$ cat config.mk
export PLATFORM = sky130hd
export DESIGN_NAME = processor_boot_ctrl
export DESIGN_NICKNAME = d
export VERILOG_FILES = /design/src/rtl/processor_boot_ctrl.sv
export SDC_FILE = /design/constraint.sdc
export NUM_CORES = 1
export LEC_CHECK = 0
export CORE_MARGIN = 1
export CORE_UTILIZATION = 60
export CTS_BUF_LIST = sky130_fd_sc_hd__clkbuf_8
export CTS_CLUSTER_SIZE = 28
export DETAILED_ROUTE_END_ITERATION = 7
export PLACE_DENSITY = 0.83
export SKIP_CTS_REPAIR_TIMING = 1
export SYNTH_ARGS = -nofsm -noshare
export SYNTH_HDL_FRONTEND = slang
export SYNTH_SLANG_ARGS = --single-unit
$ cat constraint.sdc
create_clock -name CLK -period 4.1 [get_ports CLK]
set_input_delay 1.025 -clock CLK [delete_from_list [all_inputs] [get_ports CLK]]
set_output_delay 1.025 -clock CLK [all_outputs]
set_load 0.005 [all_outputs]
$ cat src/rtl/processor_boot_ctrl.sv
// processor_boot_ctrl: Moore sequencer that takes the processor through
// memory reset, image load, core reset, PC reset, a bounded or HALT-terminated
// run, and a final memory dump. All outputs are registered decodes of the
// state being entered, so every output matches the current state and is glitch-free.
module processor_boot_ctrl #(
  parameter int LOAD_CYCLES = 1,
  parameter int RUN_CYCLES  = 900,
  parameter int DUMP_CYCLES = 1
) (
  input  logic        CLK,
  input  logic        RESET_N,
  input  logic        START,
  input  logic        HALT,
  output logic        mem_RESET,
  output logic        load_file,
  output logic        core_RESET,
  output logic        pc_RESET,
  output logic        pipe_ENABLE,
  output logic        dump_file,
  output logic        BUSY,
  output logic        DONE,
  output logic [31:0] run_count
);

  typedef enum logic [2:0] {
    S_IDLE,
    S_MEM_RST,
    S_LOAD,
    S_CORE_RST,
    S_PC_RST,
    S_RUN,
    S_DUMP,
    S_DONE
  } state_t;

  localparam logic [31:0] LOAD_LAST   = 32'(LOAD_CYCLES - 1);
  localparam logic [31:0] DUMP_LAST   = 32'(DUMP_CYCLES - 1);
  localparam logic [31:0] RUN_LIMIT   = 32'(RUN_CYCLES);
  localparam logic        RUN_BOUNDED = (RUN_CYCLES != 0);

  state_t      r_state;
  state_t      w_next_state;
  logic [31:0] r_phase;
  logic [31:0] w_run_count_inc;
  logic        w_run_last;

  // Value run_count takes at the current RUN edge; reaching the limit ends the run.
  assign w_run_count_inc = run_count + 32'd1;
  assign w_run_last      = RUN_BOUNDED && (w_run_count_inc == RUN_LIMIT);

  // Next-state selection; HALT is only looked at in RUN, START only in IDLE/DONE.
  always_comb begin
    // NOTE: default assignment first, so no path through the case leaves w_next_state unassigned and a latch is never inferred.
    w_next_state = r_state;
    unique case (r_state)
      S_IDLE:     if (START) w_next_state = S_MEM_RST;
      S_MEM_RST:  w_next_state = S_LOAD;
      S_LOAD:     if (r_phase == LOAD_LAST) w_next_state = S_CORE_RST;
      S_CORE_RST: w_next_state = S_PC_RST;
      S_PC_RST:   w_next_state = S_RUN;
      S_RUN:      if (HALT || w_run_last) w_next_state = S_DUMP;
      S_DUMP:     if (r_phase == DUMP_LAST) w_next_state = S_DONE;
      S_DONE:     if (!START) w_next_state = S_IDLE;
      default:    w_next_state = S_IDLE;
    endcase
  end

  // State, phase timer, run counter and registered output decode of the next state.
  always_ff @(posedge CLK or negedge RESET_N) begin
    // NOTE: every control flop is on the asynchronous reset, so an abort drops pipe_ENABLE/dump_file without waiting for an edge.
    if (!RESET_N) begin
      r_state     <= S_IDLE;
      r_phase     <= '0;
      run_count   <= '0;
      mem_RESET   <= 1'b0;
      load_file   <= 1'b0;
      core_RESET  <= 1'b0;
      pc_RESET    <= 1'b0;
      pipe_ENABLE <= 1'b0;
      dump_file   <= 1'b0;
      BUSY        <= 1'b0;
      DONE        <= 1'b0;
    end else begin
      // NOTE: non-blocking assignments keep every flop sampling pre-edge values, regardless of statement order.
      r_state <= w_next_state;

      // The phase timer restarts on every state entry and only advances in LOAD and DUMP.
      if (w_next_state != r_state) begin
        r_phase <= '0;
      end else if (r_state == S_LOAD || r_state == S_DUMP) begin
        r_phase <= r_phase + 32'd1;
      end

      // Cleared on entry to PC_RST, counts every RUN edge, holds elsewhere (wraps when unbounded).
      if (w_next_state == S_PC_RST && r_state != S_PC_RST) begin
        run_count <= '0;
      end else if (r_state == S_RUN) begin
        run_count <= w_run_count_inc;
      end

      mem_RESET   <= (w_next_state == S_MEM_RST);
      load_file   <= (w_next_state == S_LOAD);
      core_RESET  <= (w_next_state == S_CORE_RST);
      pc_RESET    <= (w_next_state == S_PC_RST);
      pipe_ENABLE <= (w_next_state == S_RUN);
      dump_file   <= (w_next_state == S_DUMP);
      BUSY        <= (w_next_state != S_IDLE) && (w_next_state != S_DONE);
      DONE        <= (w_next_state == S_DONE);
    end
  end

endmodule

# Word level (Yosys, flattened, before mapping)

Cells that the tools add are included.

Mux-type cells: 10
Reduce and logical (&&, ||, !) cells: 9
Equality and inequality tests: 18
$add $sub $neg: 2

Operators by type and width:

| cell                    | count |
|---|---|
| $mux W32                | 4 |
| $add A32 B1 Y32 const B | 2 |
| $eq A32 B10 Y1 const B  | 1 |
| $logic_not A32 Y1       | 1 |
| $eq A3 B3 Y1 const B    | 8 |
| $pmux W3 S8             | 1 |
| $mux W3                 | 5 |
| $eq A3 B2 Y1 const B    | 4 |
| $eq A3 B1 Y1 const B    | 2 |
| $ne A3 B3 Y1 const B    | 2 |
| $reduce_bool A2 Y1      | 2 |
| $logic_not A3 Y1        | 1 |
| $ne A3 B3 Y1            | 1 |
| $reduce_bool A3 Y1      | 1 |
| $logic_and A1 B1 Y1     | 2 |
| $logic_or A1 B1 Y1      | 2 |

Output and inout bits: 40
Logic and storage cells: 50
Bits in registers: 75

# Logic depth before layout (Yosys ltp)

Gate-level depths: netlist of the first run.

Depth after elaboration: 8
Depth in mapped cells: 11
Gate-level depth less buffers: 9

# Worst setup path after synthesis of the first run

No wires, ideal clock.

Kind: flip-flop to flip-flop
Start: register run_count[0]
End: register pipe_ENABLE
Setup slack: 1.481 ns
Data required time: 3.966 ns
Arrival: 2.485 ns
Cell stages (with the launch flop): 11
Setup time: 0.134 ns
Path buffers: 2
Period minus slack after synthesis: 2.619 ns
Path through: dfrtp_1 ha_1 nand4_4 nor4_4 a21oi_1 nor4_2 nor4bb_1 and4_1 buf_6 buf_12 o22ai_2

Longest elaborated chain between the ends: 6

RTL lines:

| element                | RTL line | source |
|---|---|---|
| start, declared        | 22       | `output logic [31:0] run_count` |
| start signal, assigned | 98       | `run_count <= w_run_count_inc;` |
| $add A32 B1 Y32        | 48       | `assign w_run_count_inc = run_count + 32'd1;` |
| $eq A32 B10 Y1         | 49       | `assign w_run_last = RUN_BOUNDED && (w_run_count_inc == RUN_LIMIT);` |
| $logic_or A1 B1 Y1     | 61       | `S_RUN: if (HALT \|\| w_run_last) w_next_state = S_DUMP;` |
| $mux W3                | 61       |  |
| $pmux W3 S8            | 55       | `unique case (r_state)` |
| $eq A3 B3 Y1           | 105      | `pipe_ENABLE <= (w_next_state == S_RUN);` |
| end signal, assigned   | 105      |  |
| end, declared          | 18       | `output logic pipe_ENABLE,` |

No other way between the ends.
A chain may end at the register's enable or synchronous reset.

# Worst setup path in the final report of the first run

Start: register run_count[0]
End: register dump_file

Longest elaborated chain between the ends: 6

RTL lines:

| element              | RTL line | source |
|---|---|---|
| $add A32 B1 Y32      | 48       |  |
| $eq A32 B10 Y1       | 49       |  |
| $logic_or A1 B1 Y1   | 61       |  |
| $mux W3              | 61       |  |
| $pmux W3 S8          | 55       |  |
| $eq A3 B3 Y1         | 106      | `dump_file <= (w_next_state == S_DUMP);` |
| end signal, assigned | 106      |  |
| end, declared        | 19       | `output logic dump_file,` |

No other way between the ends.

==> results of run 1 <==
-- state kept, by name, summed over array words and instances, names as in the netlist --
| name | count |
|---|---|
| pipe_ENABLE | 1 |
| load_file | 1 |
| run_count | 32 |
| mem_RESET | 1 |
| pc_RESET | 1 |
| DONE | 1 |
| core_RESET | 1 |
| r_phase | 32 |
| BUSY | 1 |
| r_state | 3 |
| dump_file | 1 |
-- path summary, 6_finish.rpt --
path / start / endpoint / slack, ns / cells after the start
max reg2reg: run_count[0] / dump_file / 0.78 / 9
max: run_count[0] / dump_file / 0.78 / 9
min in group asynchronous: RESET_N / r_phase[0] / 0.81 / 1
min: r_phase[31] / r_phase[31] / 0.61 / 3
max in group asynchronous: RESET_N / run_count[8] / 2.69 / 1
min reg2reg: r_phase[31] / r_phase[31] / 0.61 / 3
-- layout make-up --
class | count | area share, %
clock buffers | 10 | 2.600
clock inverters | 5 | 0.4255
flip-flops and latches | 75 | 35.46
repair buffers | 48 | 9.031
inverters | 7 | 0.4965
multi-input cells | 427 | 49.65
well taps | 99 | 2.340
-- power breakdown --
group / internal [mW] / switching, mW / total, mW
clock network: 0.226 / 0.269 / 0.494
logic: 0.208 / 0.277 / 0.486
registers: 0.800 / 0.102 / 0.902
total: 1.23 / 0.648 / 1.88
-- routing by layer --
metal | global-route usage, % | vias to the layer above
met5 | 0 | -
li1 | - | 1921
met4 | 12.23 | 0
met2 | 42.30 | 162
met3 | 3.620 | 23
met1 | 37.92 | 1928
-- kinds of logic after synthesis --
logic type | count (synthesis) | share of synthesized area [%]
buf+inv | 36 | 4.259
fa+ha+maj | 3 | 0.7986
compound gates | 65 | 10.59
xor+xnor | 72 | 13.41
flops | 75 | 39.93
simple gates | 284 | 30.37
mux | 3 | 0.6388
-- metrics by stage --
step,hold slack (ns),instance area [µm²]
2_1_floorplan,0.5680,4701
3_3_place_gp,0.5751,5132
3_5_place_dp,0.5932,5132
4_1_cts,0.6061,5293
5_1_grt,0.6397,5293
6_report,0.6132,5293
-- worst min-delay path: stages, from the launching register on --
cell and delay [ns]:
dfrtp_1 0.36, xor2_1 0.10, nand2_1 0.08, o21ai_2 0.05
-- cell usage after synthesis (all sizes together), types with 4 or more instances --
| cell | instances |
|---|---|
| nand2 | 91 |
| dfrtp | 75 |
| nor2 | 60 |
| xnor2 | 42 |
| o21ai | 33 |
| xor2 | 30 |
| nand3 | 26 |
| nand4 | 20 |
| nor3 | 20 |
| clkbuf | 19 |
| nor4 | 15 |
| a21oi | 13 |
| and4 | 12 |
| buf | 10 |
| and3 | 7 |
| inv | 7 |
| or3 | 7 |
| and2 | 5 |
| or2 | 5 |
| nand2b | 4 |
| nor2b | 4 |
| o31ai | 4 |
==> impl_metrics.ini, run 1 <==
[detailed_routing]
wl_per_cell_um = 15.57
drt_iter0_drc = 325
vias = 4034
route.detailed.drc = 0
firstDrtPassIters = 5
drt_wl_total_um = 10450
wl_met3_um = 569
routed_via_density = 6.012
drtAntennaViolNets = 0
wl_met2_um = 4831
top_layer = met4
wl_met1_um = 4828

[final_layout]
diodes = 0
fin_util_pct = 71.44
fill_cells = 560
ff_latch_area_mm2 = 0.001877
nets = 575
layout_commonest_cell = nand2_1
final_cells = 671
drive_above_1_share_pct = 11.01
layout_common_cells = 91 x nand2_1, 75 x dfrtp_1, 59 x nor2_1
area_delta_synth_final_pct = 12.59
multi_input_area_mm2 = 0.002628

[worst_setup_path]
worst-path-buf-inv = 1
start_kind = flop
crit_slowest_cell = nor4_4
cp_cell_sequence = ha_1, nand4_4, nor4_4, a21oi_1, nor4_2, nor4bb_1, and4_2, buf_12, o311a_2
cp_data_arrival_time_ns = 3.61
required_ns = 4.40
cpPeakStageDelay_ns = 0.62
endpoint_kind = flop
critPathTopFamily = simple AND/OR/NAND/NOR gates
cp_max_fo = 24
crit_type = reg2reg

[sta]
rsz0062_at_grt = false
hold_viol = 0
fin_crit_ns = 3.316
max-slew-margin-rel_pct = 37.51
fmax_mhz = 301.6
worst_pin_slew_ns = 0.9374
timing.final.ws_setup_ns = 0.7840
fin_crit_sh_pct = 80.88
setup_viol = 0
slew_viol_final = 0
setup-tns-final_ns = 0
skew_ns = 0.01059

[place]
place_hpwl_um = 7110
place.gp.congestion = 0.8995
preCtsSetupSlack_ns = 0.7947
dp.cells = 656
port_buffers = 43

[synthesis]
synth_seq_cells = 75
syn-cell-area_mm2 = 0.004701
synth_ff_type = dfrtp_1
syn-num-nets = 545
yosysWarnings = 0
synth_edf_count = 0
syn_inst = 538
synthTopCellsByArea = dfrtp_1 40%, xnor2_1 7.8%, nand2_1 7.3%
synth.top_cell.area_share_pct = 39.93
async_reset_ff_share_pct = 100.0
syn_area_per_cell_um2 = 8.737
synth_cell_types = 53
yosysTopAreaCell = dfrtp_1
yosysSeqAreaShare_pct = 39.93

[flow_run]
max_cap_violations = 0

[floorplan]
dieHeight_um = 90.52
io_pins = 44
rows = 31
die_w_um = 90.52
core_mm2 = 0.007408
initial_core_util_pct = 63.45
dieArea_mm2 = 0.008193

[clock_tree]
insertion_delay_ns = 0.36
cts_tree = built
numCtsBuffers = 9
cts.htree.levels = 3
cts-root-buf = clkbuf_8
clk_pin_slew_ns = 0.08
cts_sinks = 75
clk_path_buf_depth = 2

[global_routing]
gr-total-overflow = 0
grt_max_degree = 76
first_global_vias = 3824
grt_first_pass_wirelength_um = 18080
grt_usage_pct = 27.20
antenna_found_initial = 0

[power_and_ir_drop]
max-vdd-ir-drop_mv = 0.3371
leakagePower_nw = 2.158
total_power_mw = 1.882
power_density_mw_per_mm2 = 355.6

[min_path]
hold_class = reg2reg

[outcome]
status = finished, final reports clean
(Power assumes the default switching activity.)
==> run 2: changes to the inputs <==
--- a/config.mk
+++ b/config.mk
@@ -6,11 +6,11 @@
 export NUM_CORES = 1
 export LEC_CHECK = 0
 export CORE_MARGIN = 1
-export CORE_UTILIZATION = 60
+export CORE_UTILIZATION = 54
 export CTS_BUF_LIST = sky130_fd_sc_hd__clkbuf_8
 export CTS_CLUSTER_SIZE = 28
 export DETAILED_ROUTE_END_ITERATION = 7
-export PLACE_DENSITY = 0.83
+export PLACE_DENSITY = 0.79
 export SKIP_CTS_REPAIR_TIMING = 1
 export SYNTH_ARGS = -nofsm -noshare
 export SYNTH_HDL_FRONTEND = slang
==> constraint.sdc (replaced) <==
create_clock -name CLK -period 2.7 [get_ports CLK]
set_input_delay 0.675 -clock CLK [delete_from_list [all_inputs] [get_ports CLK]]
set_output_delay 0.675 -clock CLK [all_outputs]
set_load 0.005 [all_outputs]
==> run 2 against run 1 <==
Net effect: via count increased by 1.8%; power rose by 63%; global-route usage is 0.43 points lower; die area grew 11%; cell count rose by 6.3%; clock-buffer cell count rose by 1; register-to-register slack lost 0.61 ns; worst setup slack got worse by 0.61 ns; first-iteration DRC count fell by 18%; clock power grew 78%.
==> impl_metrics.ini, run 2 (synthesized netlist as in run 1, its figures left out) <==
[worst_setup_path]
cp_max_fo = 8
cp_data_arrival_time_ns = 2.76
required_ns = 2.94
crit_slowest_cell = dfrtp_2
endpoint_kind = flop
cpPeakStageDelay_ns = 0.45
crit_type = reg2reg
worst-path-buf-inv = 2
start_kind = flop
critPathTopFamily = simple AND/OR/NAND/NOR gates
cp_cell_sequence = nand2_1, nor4_4, buf_4, nand4_1, mux2i_1, nor4_2, and4_4, buf_4, o21ai_2
path_common_cell = buf_4

[sta]
fin_crit_sh_pct = 93.56
worst_pin_slew_ns = 0.5259
hold_viol = 0
finalHoldWorstSlack_ns = 0.2879
setup-tns-final_ns = 0
max-slew-margin-rel_pct = 64.67
slew_viol_final = 0
skew_ns = 0.01362
fmax_mhz = 395.9
setup_viol = 0
rsz0062_at_grt = false
timing.final.ws_setup_ns = 0.1738
fin_crit_ns = 2.526

[power_and_ir_drop]
power_density_mw_per_mm2 = 545.7
internal_power_mw = 2.069
clkPwrFrac_pct = 28.6
max-vdd-ir-drop_mv = 0.3787
total_power_mw = 3.077
pwr-share-seq_pct = 41.5
power_switching_mw = 1.008
netSwitchingFraction_pct = 32.76
pwr-share-comb_pct = 30.0
leakagePower_nw = 2.361

[place]
placed_area_mm2 = 0.005385
place_hpwl_um = 7841
preCtsSetupSlack_ns = -0.03336
place.gp.congestion = 0.9051
port_buffers = 43
dp.cells = 693

[floorplan]
initial_core_util_pct = 56.36
dieArea_mm2 = 0.009082
dieHeight_um = 95.30
rows = 33
core_mm2 = 0.008341
die_w_um = 95.30
io_pins = 44

[detailed_routing]
routed_via_density = 5.757
drtAntennaViolNets = 0
vias = 4105
drt_wl_total_um = 11230
wl_per_cell_um = 15.74
firstDrtPassIters = 5
drt_iter0_drc = 268
route.detailed.drc = 0

[global_routing]
grt_first_pass_wirelength_um = 19060
first_global_vias = 3970
gr-total-overflow = 0
grt_max_degree = 41
antenna_found_initial = 0
grt_usage_pct = 26.77

[final_layout]
diodes = 0
fill_cells = 650
layout_common_cells = 91 x nand2_1, 72 x dfrtp_1, 59 x nor2_1
area_delta_synth_final_pct = 19.94
reg_top3 = r_phase: 32 flops, run_count: 32 flops, r_state: 3 flops
multi_input_area_mm2 = 0.002645
drive_above_1_share_pct = 17.27
fin_util_pct = 67.60
final_cells = 713
layout_commonest_cell = nand2_1
finalInstanceArea_mm2 = 0.005638
ff_latch_area_mm2 = 0.001881
nets = 611

[clock_tree]
cts.htree.levels = 3
cts_sinks = 75
clk_pin_slew_ns = 0.08
cts-root-buf = clkbuf_8
clk_path_buf_depth = 2
insertion_delay_ns = 0.35
numCtsBuffers = 9
cts_tree = built

[min_path]
hold_class = in2async

[outcome]
status = finished, final reports clean

[flow_run]
max_cap_violations = 0
run 2: final cells by class:
type,instances,area share [%]
clock buffer,11,2.685
clock inverter,4,0.7545
inverter,7,0.4660
multi-input combinational,427,46.92
sequential,75,33.36
tap,105,2.330
timing repair buffer,84,13.49
run 2: power groups by stage:
stage	Combinational, mW	Sequential (mW)	Clock (mW)
2_1_floorplan	0.496	1.33	0
3_3_place_gp	0.901	1.29	0
3_5_place_dp	0.917	1.30	0
4_1_cts	0.923	1.28	0.890
5_1_grt	1.03	1.29	0.929
6_report	0.922	1.28	0.878
run 2: path summary, 6_finish.rpt:
kind                            depth (start not counted)    startpoint  slack [ns]       endpoint
worst max-delay path                                    9  run_count[8]        0.17    r_phase[17]
min in group CLK                                        2    r_state[2]        0.63      load_file
worst min-delay path                                    1       RESET_N        0.29    r_phase[21]
max in group asynchronous                               2       RESET_N        1.83  run_count[28]
worst min register to register                          2    r_state[2]        0.63      load_file
worst max register to register                          9  run_count[8]        0.17    r_phase[17]
run 2: metal layers:
metal  vias to the layer above  wire length (µm)  track usage [%]
li1                       1998                 -                -
met5                         -                 0                0
met2                       125              5220            42.68
met4                         0               158            7.828
met3                        19               648            4.705
met1                      1963              5197            37.10
